===== src/rtl/cpu_clock_ctrl.sv =====
// rtl/cpu_clock_ctrl.sv - run/pause/single-step CPU clock-enable generator with debounced buttons
// Optional cycle_count is enabled by defining CPU_CLOCK_CTRL_CYCLE_CNT_EN.
module cpu_clock_ctrl #(
    parameter int DEBOUNCE_CYCLES = 500000,
    parameter int RATE_SHIFT_MAX  = 24
) (
    input  logic        clk_50mhz,
    input  logic        reset_n,
    input  logic        btn_run_n,
    input  logic        btn_step_n,
    input  logic        btn_speed_n,
    output logic        cpu_ce,
    output logic        running,
    output logic [1:0]  speed_sel,
    output logic [15:0] cycle_count
);

    localparam int DBW = $clog2(DEBOUNCE_CYCLES + 1);
    localparam logic [DBW-1:0] DB_LAST = DBW'(DEBOUNCE_CYCLES);

    typedef enum logic {PAUSE = 1'b0, RUN = 1'b1} mode_e;

    // Bit 0 = run, bit 1 = step, bit 2 = speed.
    logic [2:0]     raw_n;
    logic [2:0]     sync1_q, sync1_d, sync2_q, sync2_d;
    logic [2:0]     db_q, db_d, db_dly_q, db_dly_d, ev_q, ev_d;
    logic [DBW-1:0] db_cnt_q [3];
    logic [DBW-1:0] db_cnt_d [3];

    assign raw_n = {btn_speed_n, btn_step_n, btn_run_n};

    // The new level is adopted once the counter has seen the full stable run,
    // and the press pulse is taken from the registered copy of db.
    always_comb begin
        sync1_d  = raw_n;
        sync2_d  = sync1_q;
        db_d     = db_q;
        db_dly_d = db_q;
        ev_d     = db_dly_q & ~db_q;
        for (int i = 0; i < 3; i++) begin
            db_cnt_d[i] = '0;
            if (sync2_q[i] != db_q[i]) begin
                if (db_cnt_q[i] == DB_LAST) begin
                    db_d[i] = sync2_q[i];
                end else begin
                    db_cnt_d[i] = db_cnt_q[i] + 1'b1;
                end
            end
        end
    end

    always_ff @(posedge clk_50mhz or negedge reset_n) begin
        if (!reset_n) begin
            sync1_q  <= 3'b111;
            sync2_q  <= 3'b111;
            db_q     <= 3'b111;
            db_dly_q <= 3'b111;
            ev_q     <= 3'b000;
            for (int i = 0; i < 3; i++) db_cnt_q[i] <= '0;
        end else begin
            sync1_q  <= sync1_d;
            sync2_q  <= sync2_d;
            db_q     <= db_d;
            db_dly_q <= db_dly_d;
            ev_q     <= ev_d;
            for (int i = 0; i < 3; i++) db_cnt_q[i] <= db_cnt_d[i];
        end
    end

    mode_e                    state_q, state_d;
    logic [1:0]               speed_q, speed_d;
    logic [RATE_SHIFT_MAX-1:0] rate_q, rate_d, rate_last;
    logic                     ce_q, ce_d;

    assign rate_last = {RATE_SHIFT_MAX{1'b1}} >> {speed_q, 1'b0};

    always_comb begin
        state_d = state_q;
        speed_d = speed_q;
        rate_d  = '0;
        ce_d    = 1'b0;
        if (ev_q[2]) begin
            speed_d = speed_q + 2'd1;
        end
        case (state_q)
            PAUSE: begin
                if (ev_q[0]) begin
                    state_d = RUN;
                end else if (ev_q[1]) begin
                    ce_d = 1'b1;
                end
            end
            RUN: begin
                // A run toggle or speed change restarts the cadence without a pulse.
                if (ev_q[0]) begin
                    state_d = PAUSE;
                end else if (!ev_q[2]) begin
                    if (rate_q == rate_last) begin
                        ce_d = 1'b1;
                    end else begin
                        rate_d = rate_q + 1'b1;
                    end
                end
            end
            default: state_d = PAUSE;
        endcase
    end

    always_ff @(posedge clk_50mhz or negedge reset_n) begin
        if (!reset_n) begin
            state_q <= PAUSE;
            speed_q <= 2'd0;
            rate_q  <= '0;
            ce_q    <= 1'b0;
        end else begin
            state_q <= state_d;
            speed_q <= speed_d;
            rate_q  <= rate_d;
            ce_q    <= ce_d;
        end
    end

    assign cpu_ce    = ce_q;
    assign running   = (state_q == RUN);
    assign speed_sel = speed_q;

`ifdef CPU_CLOCK_CTRL_CYCLE_CNT_EN
    logic [15:0] cc_q, cc_d;

    always_comb begin
        cc_d = cc_q + {15'd0, ce_q};
    end

    always_ff @(posedge clk_50mhz or negedge reset_n) begin
        if (!reset_n) begin
            cc_q <= 16'd0;
        end else begin
            cc_q <= cc_d;
        end
    end

    assign cycle_count = cc_q;
`else
    assign cycle_count = 16'd0;
`endif

endmodule


===== config.mk =====
export PLATFORM = sky130hd
export DESIGN_NAME = cpu_clock_ctrl
export DESIGN_NICKNAME = d
export VERILOG_FILES = /design/src/rtl/cpu_clock_ctrl.sv
export SDC_FILE = /design/constraint.sdc
export NUM_CORES = 1
export LEC_CHECK = 0
export BUFFER_PORTS_ARGS = -buffer_cell sky130_fd_sc_hd__buf_4
export CAP_MARGIN = 5
export CORE_MARGIN = 4
export CORE_UTILIZATION = 52
export CTS_BUF_LIST = sky130_fd_sc_hd__clkbuf_16
export DETAILED_ROUTE_END_ITERATION = 16
export PLACE_DENSITY_LB_ADDON = 0.05
export REMOVE_ABC_BUFFERS = 1
export SYNTH_ARGS = -nofsm -noshare
export SYNTH_HDL_FRONTEND = slang
export SYNTH_SLANG_ARGS = --single-unit

===== constraint.sdc =====
create_clock -name clk_50mhz -period 5 [get_ports clk_50mhz]
set_input_delay 1 -clock clk_50mhz [delete_from_list [all_inputs] [get_ports clk_50mhz]]
set_output_delay 1 -clock clk_50mhz [all_outputs]
set_load 0.02 [all_outputs]

==> metrics.md <==
| Metric | Value |
|---|---|
| Status | complete, no violations |
| Max-slew violations | 0 |
| Vias in the first global route | 3312 |
| Final setup viols | 0 |
| FF/Latch Area | 0.00252 mm² |
| Worst VDD drop | 0.202 mV |
| Hold Path Class | reg -> reg |
| Multi-input logic area | 0.00226 mm² |
| Ys flop type | dfrtp_1 |
| Post-CTS Resized | 0 |
| Final min period | 2.33 ns |
| First-pass GRT wire length | 15300 µm |
| Hold buffer count at cts | 0 |
| Port Buffers | 8 |
| Core area | 0.00928 mm² |
| Clock Pin Slew Worst Setup and Hold Paths | 0.06 ns |
| Util after Layout | 58.2% |
| Fin Hold WS | 0.356 ns |
| Highest clock rate | 429 MHz |
| CTS tree | built |
| # fillers | 802 |
| CP endpoint kind | flip-flop |
| Crit-path cells | inv_1 -> ha_1 -> or3_1 -> a222oi_1 -> a31o_2 -> nor2_1 |
| Ys Warns | 0 |
| Total congestion overflow | 0 |
| Lkg Pwr | 2.14 nW |
| Pwr/cell area | 297 mW/mm² |
| Syn-to-layout area delta | 8.14% |
| First-pass iteration count of the detailed router | 4 |
| Pin count of the biggest net entering global routing | 62 |
| Distinct cell type count after synthesis | 44 |
| Crit path launch type | flip-flop |
| Die area | 0.0112 mm² |
| DR iter-0 viols | 153 |
| Initial Util | 53.8% |
| Post-route DRC | 0 |
| Clock Tree Root | clkbuf_16 |
| Number of I/O pins | 25 |
| Final Hold Vio Count | 0 |
| Nets | 522 |
| Final cycle utilization of the critical path | 46.6% |
| Initial antenna violation count | 0 |
| Mean post-synth cell area | 9.93 µm² |
| Antenna-violating nets left | 0 |
| Placed Area | 0.00509 mm² |
| Standard-cell rows | 35 |
| CP max FO | 21 |
| Max cap viols | 0 |
| Clk buf depth | 2 |
| Post-synth ARST share | 100% |
| CP required | 5.21 ns |
| Yosys reg bits | 100 |
| HPWL Detailed | 5900 µm |
| Crit path largest cell delay | 0.55 ns |
| CP arrival | 2.54 ns |
| Post-Syn Area | 0.00499 mm² |
| Total number of vias | 3529 |
| H-Tree Depth | 3 |
| Total CTS buffers | 9 |
| Total GRT Usage | 16.5% |
| GPL Wtd Cong | 0.823 |
| Die X-Extent | 106 µm |
| RSZ-0062 raised after global routing | false |
| Routed len/inst | 13.6 µm |
| Layout cells sized above 1 | 10.2% |
| Final Cell Area | 0.00540 mm² |
| Post-Synthesis Cells | 503 |
| Sequential element share of the synthesized area | 50.4% |
| DR vias/cell | 5.51 |
| Die Ht | 106 µm |
| Worst path slowest cell | a222oi_1 |
| Layout Skew | 0.00338 ns |
| Final WL | 8720 µm |
| Clock Sinks | 100 |
| Number of synthesized flops with an enable pin | 0 |
| Worst Setup Path Type | reg -> reg |
| Post-CTS Setup Bufs | 0 |
| Skew-Pair Late Insertion Delay | 0.34 ns |
| Setup TNS | 0 ns |
| Worst slew margin | 33.7% |
| Worst Tran Pin Value | 0.992 ns |
| N_diodes | 0 |
## layer usage
layer	vias to the layer above	routed length [µm]	share of wire (%)	GRT usage, %
li1	1751	-	-	-
met3	11	335	3.8	4.01
met5	-	0	0	0
met1	1698	4160	48	21.5
met4	0	128	1.5	5.37
met2	69	4100	47	27.3
## worst max-delay path: cells and delay by family (launching register included)
kind	cells	cell delay [ns]
compound gates	2	1.08
simple gates	2	0.44
flops	1	0.41
fa+ha+maj	1	0.21
buf+inv	1	0.07
## power breakdown
part	total, mW	switching (mW)	internal, mW
clock network	0.718	0.286	0.432
logic	0.0545	0.0420	0.0125
registers	0.830	0.0104	0.819
total	1.60	0.339	1.26
## cell usage after synthesis, drive strengths merged (2+ instances only)
cell type | instances | area share, %
dfrtp | 88 | 44
nor2 | 59 | 4.4
nand3 | 33 | 3.5
nand2 | 29 | 2.2
xnor2 | 29 | 5.1
a21oi | 26 | 2.7
buf | 23 | 3.2
xor2 | 23 | 4.0
inv | 22 | 1.7
or4 | 18 | 2.8
nand4 | 14 | 1.8
o21ai | 14 | 1.4
or3 | 14 | 1.8
o31ai | 13 | 2.0
dfstp | 12 | 6.3
nor3 | 12 | 1.2
nor4 | 11 | 1.4
ha | 9 | 2.3
and3 | 7 | 0.88
clkbuf | 7 | 0.55
and4 | 6 | 1.1
nand3b | 5 | 0.75
nor2b | 4 | 0.50
mux2 | 3 | 0.68
nor4b | 3 | 0.53
or2 | 3 | 0.38
or3b | 3 | 0.53
a31o | 2 | 0.35
or4b | 2 | 0.40
## sequential cells by signal, indices dropped and copies added, names as in the netlist
name / flops
sync1_q: 3
rate_q: 24
db_dly_d: 3
speed_sel: 2
db_dly_q: 3
ev_q: 3
db_cnt_q: 57
cpu_ce: 1
sync2_q: 3
running: 1
## final timing paths
| path | slack, ns | endpoint | depth (start not counted) | startpoint |
|---|---|---|---|---|
| hold reg to reg | 0.36 | sync2_q[1] | 0 | sync1_q[1] |
| setup / recovery | 2.67 | rate_q[10] | 6 | speed_sel[0] |
| hold / removal | 0.36 | sync2_q[1] | 0 | sync1_q[1] |
| setup reg to reg | 2.67 | rate_q[10] | 6 | speed_sel[0] |
| min in group asynchronous | 0.72 | rate_q[10] | 1 | reset_n |
| max in group asynchronous | 3.25 | sync1_q[0] | 2 | reset_n |
## final cells by class
type                            count  area share [%]
Multi-Input combinational cell    366            41.9
Clock buffer                        9            4.17
Timing Repair Buffer                9            1.25
Inverter                           22            1.53
Clock inverter                      6            1.51
Sequential cell                   100            46.6
Tap cell                          129            2.99
## logic make-up (layout without fill, tap and decap cells)
group | Yosys count | after routing | synth area share, %
other | 1 | 16 | 0.0751
buffers and inverters | 52 | 46 | 5.36
flip-flops | 100 | 100 | 50.4
AO/OA/AOI/OAI | 59 | 59 | 7.47
AND/OR/NAND/NOR | 227 | 227 | 24.6
adder cells (fa/ha/maj) | 9 | 9 | 2.26
multiplexers | 3 | 3 | 0.676
XOR/XNOR | 52 | 52 | 9.12
## through the flow
stage          instances  power [mW]  setup WS [ns]
6_report             641        1.60           2.67
5_1_grt              641        1.67           2.47
4_1_cts              641        1.63           2.64
3_5_place_dp         626       0.901           2.63
3_3_place_gp         626       0.900           2.74
2_1_floorplan        488       0.874           2.84
## cells in the final DEF, fill, tap and decap left out, types with 6 or more instances in the layout
| cell type | instances |
|---|---|
| dfrtp_1 | 88 |
| nor2_1 | 59 |
| nand3_1 | 31 |
| nand2_1 | 29 |
| xnor2_1 | 29 |
| a21oi_1 | 25 |
| inv_1 | 23 |
| xor2_1 | 23 |
| or4_1 | 17 |
| conb_1 | 16 |
| nand4_1 | 14 |
| o21ai_0 | 14 |
| or3_1 | 14 |
| o31ai_1 | 13 |
| nor3_1 | 12 |
| dfstp_2 | 12 |
| nor4_1 | 11 |
| ha_1 | 9 |
| clkbuf_16 | 9 |
| buf_4 | 9 |
| and3_1 | 7 |
| and4_1 | 6 |
(Power assumes the default switching activity.)
